$ cat src/rtl/pc_seq.sv
// Program-counter sequencer for the fetch stage: increment, stall, jump,
// PC-relative branch, and call/return through a small return-address stack.
module pc_seq #(
  parameter int unsigned               ADDR_W      = 8,
  parameter int unsigned               STACK_DEPTH = 4,
  parameter logic [ADDR_W-1:0]         RESET_ADDR  = '0,
  localparam int unsigned              CNT_W       = $clog2(STACK_DEPTH + 1)
) (
  input  logic              clk,
  input  logic              reset_n,
  input  logic              stall,
  input  logic              jump_en,
  input  logic [ADDR_W-1:0] jump_addr,
  input  logic              branch_en,
  input  logic [ADDR_W-1:0] branch_off,
  input  logic              call_en,
  input  logic              ret_en,
  output logic [ADDR_W-1:0] pc_out,
  output logic [CNT_W-1:0]  stack_cnt,
  output logic              stack_ovf,
  output logic              stack_unf
);

  localparam int unsigned PTR_W = (STACK_DEPTH > 1) ? $clog2(STACK_DEPTH) : 1;

  logic [ADDR_W-1:0] stack_mem [STACK_DEPTH];

  logic [ADDR_W-1:0] pc_inc;
  logic [ADDR_W-1:0] pc_nxt;
  logic [ADDR_W-1:0] top;
  logic [CNT_W-1:0]  cnt_nxt;
  logic              ovf_nxt;
  logic              unf_nxt;
  logic              push;
  logic              full;
  logic              empty;
  logic [PTR_W-1:0]  wr_idx;
  logic [PTR_W-1:0]  rd_idx;

  assign pc_inc = pc_out + ADDR_W'(1);
  assign full   = (stack_cnt == CNT_W'(STACK_DEPTH));
  assign empty  = (stack_cnt == '0);
  // Pointer is the entry count: write at cnt, read the top at cnt-1.
  assign wr_idx = PTR_W'(stack_cnt);
  assign rd_idx = empty ? '0 : PTR_W'(stack_cnt - CNT_W'(1));
  assign top    = stack_mem[rd_idx];

  // Next-state selection in priority order: stall, ret, call, jump, branch, inc.
  always_comb begin
    pc_nxt  = pc_out;
    cnt_nxt = stack_cnt;
    ovf_nxt = stack_ovf;
    unf_nxt = stack_unf;
    push    = 1'b0;
    if (!stall) begin
      if (ret_en) begin
        if (!empty) begin
          pc_nxt  = top;
          cnt_nxt = stack_cnt - CNT_W'(1);
        end else begin
          pc_nxt  = pc_inc;
          unf_nxt = 1'b1;
        end
      end else if (call_en) begin
        pc_nxt = jump_addr;
        if (!full) begin
          push    = 1'b1;
          cnt_nxt = stack_cnt + CNT_W'(1);
        end else begin
          ovf_nxt = 1'b1;
        end
      end else if (jump_en) begin
        pc_nxt = jump_addr;
      end else if (branch_en) begin
        pc_nxt = pc_out + branch_off;
      end else begin
        pc_nxt = pc_inc;
      end
    end
  end

  // Architectural state; reset empties the stack by clearing the count.
  always_ff @(posedge clk or negedge reset_n) begin
    if (!reset_n) begin
      pc_out    <= RESET_ADDR;
      stack_cnt <= '0;
      stack_ovf <= 1'b0;
      stack_unf <= 1'b0;
    end else begin
      pc_out    <= pc_nxt;
      stack_cnt <= cnt_nxt;
      stack_ovf <= ovf_nxt;
      stack_unf <= unf_nxt;
    end
  end

  // Stack storage carries no reset; entries at or above the count are don't-care.
  always_ff @(posedge clk) begin
    if (push) begin
      stack_mem[wr_idx] <= pc_inc;
    end
  end

endmodule
$ cat config.mk
export PLATFORM = sky130hd
export DESIGN_NAME = pc_seq
export DESIGN_NICKNAME = d
export VERILOG_FILES = /design/src/rtl/pc_seq.sv
export SDC_FILE = /design/constraint.sdc
export NUM_CORES = 1
export LEC_CHECK = 0
export CORE_MARGIN = 4
export CORE_UTILIZATION = 30
export DETAILED_ROUTE_END_ITERATION = 7
export PLACE_DENSITY = 0.51
export SYNTH_ARGS = -nofsm -noshare
export SYNTH_HDL_FRONTEND = slang
export SYNTH_SLANG_ARGS = --single-unit
$ cat constraint.sdc
create_clock -name clk -period 3.2 [get_ports clk]
set_input_delay 0.64 -clock clk [delete_from_list [all_inputs] [get_ports clk]]
set_output_delay 0.64 -clock clk [all_outputs]
set_load 0.03 [all_outputs]
Word-level counts from Yosys, hierarchy flattened
Memory sizes are Yosys's and may differ from the RTL's.
Index checks and enable logic that the tools add are counted.
W data, S select, Z words.
{"block": "classes", "mux": 16, "eq_ne": 3, "n_reduce_logical": 5, "addsub": 4, "n_bitwise": 2}
{"cell": "$mux W8", "count": 5}
{"cell": "$mux W3", "count": 4}
{"cell": "$add A8 B1 Y8 const B", "count": 1}
{"cell": "$add A8 B8 Y8", "count": 1}
{"cell": "$reduce_and A4 Y1", "count": 2}
{"cell": "$mux W1", "count": 6}
{"cell": "$ne A2 B2 Y1 const B", "count": 2}
{"cell": "$add A3 B1 Y3 const B", "count": 1}
{"cell": "$eq A3 B3 Y1 const B", "count": 1}
{"cell": "$logic_not A3 Y1", "count": 1}
{"cell": "$reduce_and A3 Y1", "count": 1}
{"cell": "$sub A3 B1 Y3 const B", "count": 1}
{"cell": "$mux W2", "count": 1}
{"cell": "$not A1 Y1", "count": 2}
{"cell": "$reduce_bool A2 Y1", "count": 1}
{"block": "totals", "out_inout_bits": 13, "ram_bits": 32, "mem_count": 1, "inputBits": 23, "regBits": 13}
{"memory": "stack_mem", "words": 4, "word_bits": 8, "rd": 1, "rd_clocked_by_memory_dff": 0, "write_ports": 1, "line": "26", "rtl": "logic [ADDR_W-1:0] stack_mem [STACK_DEPTH];"}

Logic depth before layout (Yosys ltp)
{"block": "logic_depth", "ltp_word": 7, "ltp_mapped": 9}

Least setup slack after synthesis
OpenSTA, ideal clock, no wires.
{"block": "synth_path", "path_type": "reg-to-reg", "start": "register stack_cnt[0]", "end": "register pc_out[3]", "n_path_buf": 1, "slack_ps": 523, "arrival_ps": 2538, "stages_incl_launch_ff": 9, "path_cell_list": "dfrtp_1 buf_2 inv_1 ha_1 nand2b_4 nand2b_1 mux4_2 and2_0 or4_1"}
{"block": "synth_between", "elab_chain_cells": 5, "word_cells_on_any_way": 6, "classes_between": "1 x add/sub; 3 x mux; 1 x reduce/logical; 1 x memory"}
{"element": "from (decl)", "line": "19", "rtl": "output logic [CNT_W-1:0] stack_cnt,"}
{"element": "from (signal assigned)", "line": "91", "rtl": "stack_cnt <= cnt_nxt;"}
{"element": "$sub A3 B1 Y3 / $logic_not A3 Y1 (equally long branches)"}
{"element": "$mux W2", "line": "45", "rtl": "assign rd_idx = empty ? '0 : PTR_W'(stack_cnt - CNT_W'(1));"}
{"element": "$mem_v2 Z4 W8"}
{"element": "$mux W8 *", "line": "57", "rtl": "if (!empty) begin"}
{"element": "$mux W8 *", "line": "56", "rtl": "if (ret_en) begin"}
{"element": "to (signal assigned)", "line": "90", "rtl": "pc_out <= pc_nxt;"}
{"element": "to (decl)", "line": "18", "rtl": "output logic [ADDR_W-1:0] pc_out,"}
Mark *: on every way between the ends. The rest lies on a longest branch, timed or not.
A chain may end at the register's enable or synchronous reset.

Worst setup path in the final report
{"block": "layout_path", "start": "input branch_off[0]", "end": "register pc_out[6]"}
{"block": "layout_between", "elab_chain_cells": 5}
{"element": "from (decl)", "line": "15", "rtl": "input logic [ADDR_W-1:0] branch_off,"}
{"element": "$add A8 B8 Y8", "line": "75", "rtl": "pc_nxt = pc_out + branch_off;"}
{"element": "$mux W8", "line": "74", "rtl": "end else if (branch_en) begin"}
{"element": "$mux W8", "line": "72", "rtl": "end else if (jump_en) begin"}
{"element": "$mux W8", "line": "64", "rtl": "end else if (call_en) begin"}
{"element": "$mux W8", "line": "56"}
No other way between the ends.

==> metrics <==
Tmin final 2.41 ns; Initial DRC Count 63; Tcrit/Tclk final between 70% and 80%; RSZ-0062 raised after global routing no; fillers 767; Fmax achieved slightly above 400 MHz; Post-synth EDFFs 32; DIE AREA 9810 µm²; CP Max Fanout 3; Avg Cell Area, Syn 11.8 µm²; Layout area overhead 24.4%; wirelength, routed 6.11 mm; max-slew violation count 0; Die X a little under 100 µm; vias in the first global route 1900; RePlAce Congestion 0.777; CTS sink cnt 45; outcome finished, final reports clean; Max transition margin 53.8%; row count 32; vias per cell 5.10; GRT Util Overall 13.2%; PwrDens approximately 900 nW/µm²; GRT Residual Overflow 0; asr flop ratio synth 28.9%; critical path endpoint category flip-flop; leakage power roughly 0.0012 µW; Clk Latency, worst-skew pair 0.29 ns; TritonCTS Buffers 5; synth unique cells 45; CTS tree built; startpoint types input port; Reg area approximately 1300 µm²; Crit path required time 3.41 ns; Slew @ Worst Pin 0.690 ns; Cells after Synth 211; Hold Slack 0.467 ns; chip height 99.1 µm; antenna-violating nets left 0; Seq cells post-synth 45; Seq/Total Area, Yosys 51.7%; via count 1806; final net count 288; Longest Clk Path Bufs 2; layout cells sized above 1 9.52%; number of port buffers 35; htree depth 2; Hold Vio Cnt, Final 0; Mapped Nets 248; CTS Hold Bufs 0; commonest cells after routing, fill and taps aside clkdlybuf4s50_1 (35), edfxtp_1 (32), nor2_1 (15), nand2_1 (14); max-cap violations 0; diode count 0; Hold Path Class reg -> reg; Post-Syn Area 2490 µm²; footprint of the multi-input gates 1140 µm²; first-pass GRT wire length 10.0 mm; root buf cell clkbuf_8; DP HPWL 4.68 mm; Core Footprint 7890 µm²; Avg WL per Cell between 15 and 20 µm; postcts setup bufs 0; commonest non-fill, non-tap cell in the layout clkdlybuf4s50_1; Most used DFF post-synth edfxtp_1; antenna violations before repair 0; # setup viols final 0; Ports 36; initial core utilization about a third; post-CTS sizing 0; Max rail drop VDD 0.305 mV; crit path DAT around 2.6 ns; pin count of the biggest net entering global routing 19; CP Class in -> reg; clock-pin slew on the worst setup and hold paths 0.08 ns; Setup TNS 0 ns; YS warnings 0; residual DRC count 0; drt first pass iters 4; Final Skew ~0.0055 ns
-- synthesized netlist by cell type, types with 2 or more instances --
library cell	n	share of area (%)
mux2i_1	5	2.0
xnor2_1	9	3.2
clkbuf_1	7	1.1
nor3_1	5	1.0
nand3_1	4	0.80
a31oi_1	2	0.50
nor2_1	15	2.3
or2b_1	3	0.91
nor4b_1	2	0.70
o22ai_1	3	0.75
inv_1	8	1.2
a221oi_1	4	1.4
xor2_1	5	1.8
nand2_1	14	2.1
o21ai_0	13	2.6
a21oi_1	4	0.80
and2_1	3	0.75
nand2b_1	7	1.8
nor2b_1	2	0.50
ha_1	13	6.5
a211oi_1	5	1.5
edfxtp_1	32	39
mux4_2	5	4.5
dfrtp_1	13	13
o211ai_1	6	1.8
or2_2	2	0.50
a222oi_1	2	0.80
-- registers in the layout, indices dropped and copies added (netlist names) --
name       cells
stack_unf      1
stack_cnt      3
stack_mem     32
pc_out         8
stack_ovf      1
-- through the flow --
stage	cell area, µm²	util (%)	setup WS, ns	std cells	total power (µW)
floorplan	2490	-	0.523	211	1870
global placement	2980	37.8	0.529	346	2380
detailed placement	2980	37.8	0.485	346	2380
CTS	3100	39.2	0.776	354	2830
global route	3100	39.2	0.649	354	2990
finish	3100	39.2	0.788	354	2790
-- worst max-delay path, stage by stage --
cell             delay, ns
clkdlybuf4s50_1       0.46
ha_1                  0.20
inv_1                 0.07
fa_1                  0.39
nand2b_1              0.18
a21oi_1               0.23
o22ai_1               0.14
xor2_1                0.16
o211ai_1              0.16
-- layer usage --
metal  vias up  global-route usage [%]  part of all wire [%]
met3         4                    2.76                   5.0
met2        49                    21.0                    46
li1        871                       -                     -
met1       882                    18.6                    48
met4         0                    2.84                  0.79
met5         -                       0                     0
-- final timing paths --
check | start | to | slack, ns | cells past startpoint
setup reg to reg | stack_cnt[1]$_DFFE_PN0P_ | pc_out[3]$_DFFE_PN0N_ | 0.93 | 7
hold / removal | stack_unf$_DFFE_PN0P_ | stack_unf$_DFFE_PN0P_ | 0.47 | 1
hold reg to reg | stack_unf$_DFFE_PN0P_ | stack_unf$_DFFE_PN0P_ | 0.47 | 1
max in group asynchronous | reset_n | pc_out[5]$_DFFE_PN0N_ | 2.00 | 1
setup / recovery | branch_off[0] | pc_out[6]$_DFFE_PN0N_ | 0.79 | 9
min in group asynchronous | reset_n | stack_cnt[0]$_DFFE_PN0P_ | 0.76 | 1
-- layout make-up --
cell class,count,area share [%]
Clock buffer,7,2.79
Clock inverter,1,0.970
Inverter,8,0.970
Multi-Input combinational cell,150,36.8
Sequential cell,45,41.6
Tap cell,102,4.12
Timing Repair Buffer,41,12.8
-- power breakdown --
part | internal, µW | switching (µW) | leakage (µW)
logic | 597 | 792 | 0.000653
registers | 816 | 146 | 0.000445
clock network | 255 | 184 | 0.0000585
total | 1670 | 1120 | 0.00116
-- kinds of logic (layout without fill, tap and decap cells) --
kind of cell | Yosys count | after routing | synth area share [%]
AND/OR/NAND/NOR | 65 | 65 | 14.0
multiplexers | 10 | 10 | 6.54
AO/OA/AOI/OAI | 47 | 47 | 13.0
buffers and inverters | 16 | 57 | 2.46
XOR/XNOR | 14 | 14 | 4.93
adder cells (fa/ha/maj) | 14 | 14 | 7.34
flip-flops | 45 | 45 | 51.7
Power figures use the tool's default switching activity.
==> RTL edit 1: new RTL, same flow settings <==
Set the parameter `ADDR_W` to 10 (it was 8).
--- a/src/rtl/pc_seq.sv
+++ b/src/rtl/pc_seq.sv
@@ -3,3 +3,3 @@
 module pc_seq #(
-  parameter int unsigned               ADDR_W      = 8,
+  parameter int unsigned               ADDR_W      = 10,
   parameter int unsigned               STACK_DEPTH = 4,
Ports: changed (resized branch_off, jump_addr and pc_out); port bits go from 36 to 42. No check against the original RTL was run, so the function may have changed too.
==> RTL edit 1 against the unedited design <==
  * Wire length rose by 31%
  * Register-to-register slack got worse by 0.18 ns
  * Via count rose by 27%
  * Cell area rose by 24%
  * Synthesized cell count rose by 29%
  * Clock power rose by 4%
  * Sequential cell count rose by 10
  * Global-route usage rose by 0.19 points
  * Hold slack improved by 0.023 ns
  * Synthesized area rose by 28%
  * Total power rose by 16%
  * Worst setup slack got worse by 0.089 ns
==> RTL edit 1: results (changes against the unedited design) <==
Outcome:
- The flow ran to the end, and the final reports show no timing, DRC or antenna violations.

Finish:
- In the final layout, the registers with the most flip-flops are stack_mem x40, pc_out x10, stack_cnt x3.
- The number of antenna repair diodes is 0 (unchanged).
- The proportion of layout cells with a drive suffix above 1 is 11.2% (+1.7 points).
- The layout net count is 364 (+26%).

GRT:
- The maximum number of pins on one net before global-route repair is 17 (-2).
- The number of global-route vias before repair was 2,436 (+28%).
- The number of antenna violations at the first check in global routing is 0 (unchanged).
- The wire length of the first global-routing pass is 13,200 um (+31%).
- The overall track demand over capacity in global routing is 13.4% (+0.19 points).

Drt:
- The per-cell via count in the routed design is 5.01 (-1.7%).
- The number of DRC markers in iteration 0 is 125 (+98%).
- The post-detailed-route wirelength per cell is 17.5 um (+1.7%).

Logic synthesis:
- The main flop type after synthesis is sky130_fd_sc_hd__edfxtp_1.
- The adder-cell area share of the yosys netlist is 6.93% (-0.41 points).
- After synthesis, the most frequently instantiated cells are sky130_fd_sc_hd__edfxtp_1 (40), sky130_fd_sc_hd__nand2_1 (21), sky130_fd_sc_hd__nor2_1 (21).
- The share of synthesized area spent on multiplexers is 7.36% (+0.82 points).
- The XOR/XNOR share of the synthesized area was 4.09% (-0.84 points).
- The fraction of the yosys area taken by sequential cells was 49.6% (-2.1 points).
- The fraction of the mapped netlist area in compound gates was 16.1% (+3.1 points).
- The number of enable flip-flop cells after synthesis was 40 (+25%).
- The total nets after synthesis is 317 (+28%).
- The share of flip-flops with an asynchronous set or reset after synthesis is 27.3% (-1.6 points).
- Sorting the synthesized cells by area gives the leading types as sky130_fd_sc_hd__edfxtp_1 (38%), sky130_fd_sc_hd__dfrtp_1 (12%), sky130_fd_sc_hd__ha_1 (6.3%), sky130_fd_sc_hd__mux4_2 (4.3%), sky130_fd_sc_hd__nand2_1 (2.5%).
- The number of unique standard cell types used by synthesis is 60 (+33%).

Power:
- The cell leakage power is 1.44 nW (+25%).
- The worst ir drop on vdd is 0.333 mV (+9.3%).

Worst hold path:
- The min-delay analysis places its worst path in the category flop to flop.

Placement:
- The post-place instance area was 3740 um^2 (+26%).
- The detailed-placement wirelength estimate is 6090 um (+30%).
- The pre-CTS worst setup slack came to 0.372 ns (-0.112 ns).
- The number of port buffers is 41 (+17%).
- The last weighted congestion value of the routability-driven placer was 0.834 (+7.3%).

Setup path:
- In this design, the largest share of critical-path delay is due to compound AO/OA/AOI/OAI gates.
- The highest cell delay on the worst timing path is 0.41 ns (-0.05 ns).
- The signal arrival time at the worst endpoint came to 2.69 ns (+0.07 ns).
- The startpoint of the worst register-to-register path is stack_cnt[1].
- The maximum net fanout on the critical path is 3 (unchanged).

Timing:
- The transition time at the pin with the least slew margin came to 0.779 ns (+0.0887 ns).
- The setup clock skew after layout came to 0.00562 ns (+0.000125 ns).

Clocking:
- The count of cells resized by post-cts repair came to 0 (unchanged).
- The clock transition time at the flip-flop clock pins of the worst setup and hold paths is 0.10 ns (+0.02 ns).
[RTL edit 1: changes by cell type after synthesis, moves of 6 or more]
cell,change
sky130_fd_sc_hd__o21ai_1,+11
sky130_fd_sc_hd__a21oi_1,+10
sky130_fd_sc_hd__edfxtp_1,+8
sky130_fd_sc_hd__clkbuf_1,-7
sky130_fd_sc_hd__nand2_1,+7
sky130_fd_sc_hd__nor2_1,+6
[RTL edit 1: layer usage]
layer / vias to the layer above / share of wire [%] / track usage (%)
met5: - / 0 / 0
met4: 0 / 1.2 / 3.12
met3: 6 / 3.7 / 2.24
met2: 46 / 49 / 23.1
met1: 1113 / 46 / 17.5
li1: 1126 / - / -
[RTL edit 1: area by class of cell]
cell class | count | area (um^2)
Tap cell | 136 | 170
Clock inverter | 3 | 38.8
Inverter | 8 | 30.0
Multi-Input combinational cell | 200 | 1490
Sequential cell | 55 | 1580
Timing Repair Buffer | 50 | 478
Clock buffer | 5 | 68.8
Fill cell | 1029 | 6470
[RTL edit 1: power by group]
group | internal (W) | switching (W) | leakage, nW | total, W
logic | 0.000708 | 0.000958 | 0.846 | 0.00167
registers | 0.000975 | 0.000148 | 0.542 | 0.00112
clock network | 0.000230 | 0.000226 | 0.0556 | 0.000456
[RTL edit 1: stage by stage]
stage | utilization [%] | cells
floorplan | - | 273
global placement | 36.3 | 449
detailed placement | 36.3 | 449
CTS | 37.3 | 457
global route | 37.3 | 457
finish | 37.3 | 457
[RTL edit 1: path summary, 6_finish.rpt]
kind | endpoint | slack [ns] | cells past startpoint
hold reg to reg | stack_unf | 0.49 | 1
max in group asynchronous | pc_out[2] | 1.93 | 1
hold / removal | stack_unf | 0.49 | 1
min in group asynchronous | stack_cnt[1] | 0.78 | 1
setup / recovery | pc_out[6] | 0.70 | 8
setup reg to reg | pc_out[9] | 0.75 | 7
==> RTL edit 2: new RTL, same settings <==
Without the edit above. Register the output `stack_ovf` once more, cleared by the reset; this adds one clock of latency there. The other outputs are not delayed to match.
--- a/src/rtl/pc_seq.sv
+++ b/src/rtl/pc_seq.sv
@@ -24,2 +24,4 @@
   localparam int unsigned PTR_W = (STACK_DEPTH > 1) ? $clog2(STACK_DEPTH) : 1;
+
+  logic stack_ovf_s0;
 
@@ -51,3 +53,3 @@
     cnt_nxt = stack_cnt;
-    ovf_nxt = stack_ovf;
+    ovf_nxt = stack_ovf_s0;
     unf_nxt = stack_unf;
@@ -86,3 +88,3 @@
       stack_cnt <= '0;
-      stack_ovf <= 1'b0;
+      stack_ovf_s0 <= 1'b0;
       stack_unf <= 1'b0;
@@ -91,3 +93,3 @@
       stack_cnt <= cnt_nxt;
-      stack_ovf <= ovf_nxt;
+      stack_ovf_s0 <= ovf_nxt;
       stack_unf <= unf_nxt;
@@ -103,2 +105,10 @@
 
+  always_ff @(posedge clk or negedge reset_n) begin
+    if (!reset_n) begin
+      stack_ovf <= '0;
+    end else begin
+      stack_ovf <= stack_ovf_s0;
+    end
+  end
+
 endmodule
Behaviour: not the same (a bounded check fails within 10 cycles, from zero or initial values and one cycle with reset_n low).
==> RTL edit 2 against the unedited design <==
  * Via count is 2.1% lower
  * Synthesized area is 1.0% higher
  * Maximum frequency is 1.1% higher
  * Count of clock-buffer cells in the layout is 2 lower
  * Wire length is 0.54% higher
  * Global-route usage hardly changed
  * Worst setup slack better by 0.027 ns
  * Sequential cell count is 1 higher
  * Cell area is 1.6% higher
  * Total power is 3.7% higher
  * Register-to-register slack better by 0.02 ns
  * Critical endpoint unchanged
  * Largest cell class unchanged
  * Largest power group unchanged
==> RTL edit 2: results (changes against the unedited design) <==
Placement:
- The last weighted congestion value of the routability-driven placer is 0.786 (+1.1%).
- The pre-CTS worst setup slack came to 0.528 ns (+0.0438 ns).
- The detailed-placement wirelength estimate came to 4590 um (-1.9%).

Drt:
- The post-detailed-route wirelength per cell came to 17.1 um (-0.58%).
- The met1 routed wirelength after detailed routing came to 2980 um (+0.74%).
- The met2 wirelength from detailed routing is 2840 um (+1.9%).
- The number of DRC markers in iteration 0 is 68 (+7.9%).
- The per-cell via count in the routed design is 4.94 (-3.2%).

Power:
- The clock network power consumption is 0.000513 W (+17%).
- The switching power is 0.00114 W (+1.9%).
- The cell leakage power was 1.18 nW (+1.9%).
- The switching fraction of total power is 39.5% (-0.69 points).

GRT:
- The number of global-route vias before repair is 1,782 (-6.2%).
- The met2 capacity usage during global routing is 21.3% (+0.31 points).
- The met3 global-route usage is 2.31% (-0.45 points).
- The wire length of the first global-routing pass is 9920 um (-1.2%).

Logic synthesis:
- The fraction of the mapped netlist area in compound gates is 12.9% (-0.13 points).
- Sorting the synthesized cells by area gives the leading types as sky130_fd_sc_hd__edfxtp_1 (38%), sky130_fd_sc_hd__dfrtp_1 (14%), sky130_fd_sc_hd__ha_1 (6.5%), sky130_fd_sc_hd__mux4_2 (4.5%), sky130_fd_sc_hd__xnor2_1 (3.1%).
- The adder-cell area share of the yosys netlist is 7.27% (-0.073 points).
- Counting instances in the post-synthesis netlist gives the leading cell types as sky130_fd_sc_hd__edfxtp_1 (32), sky130_fd_sc_hd__nor2_1 (15), sky130_fd_sc_hd__dfrtp_1 (14), sky130_fd_sc_hd__nand2_1 (14).
- The share of synthesized area spent on multiplexers was 6.47% (-0.065 points).
- The fraction of the yosys area taken by sequential cells came to 52.2% (+0.48 points).

Timing:
- The worst slew slack as a fraction of its limit is 52.1% (-1.7 points).
- The period utilization came to 74.5% (-0.84 points).

Setup path:
- The signal arrival time at the worst endpoint was 2.60 ns (-0.02 ns).

Worst hold path:
- The cell count of the worst hold path came to 0 (-1).

Outcome:
- The run finished with clean final reports.

Finish:
- The count of fill cells added during filler insertion was 806 (+5.1%).
- The proportion of layout cells with a drive suffix above 1 was 9.88% (+0.36 points).
==> RTL edit 2: cell type report <==
class | count | area, um^2 | area share, %
flip-flops and latches | 46 | 1310 | 41.7
multi-input cells | 150 | 1140 | 36.2
repair buffers | 41 | 395 | 12.6
well taps | 105 | 131 | 4.18
clock buffers | 5 | 68.8 | 2.19
clock inverters | 3 | 68.8 | 2.19
inverters | 8 | 30.0 | 0.955
==> RTL edit 2: worst paths after layout <==
kind | start | to | slack (ns)
setup / recovery | branch_off[0] | pc_out[6] | 0.81
hold / removal | stack_ovf_s0 | stack_ovf | 0.40
setup reg to reg | stack_cnt[1] | pc_out[3] | 0.95
hold reg to reg | stack_ovf_s0 | stack_ovf | 0.40
max in group asynchronous | reset_n | pc_out[5] | 1.98
min in group asynchronous | reset_n | stack_cnt[0] | 0.76
==> RTL edit 2: through the flow <==
step,hold slack (ns),cells
CTS,0.405,358
detailed placement,0.378,350
global route,0.414,358
floorplan,0.344,212
finish,0.403,358
global placement,0.383,350
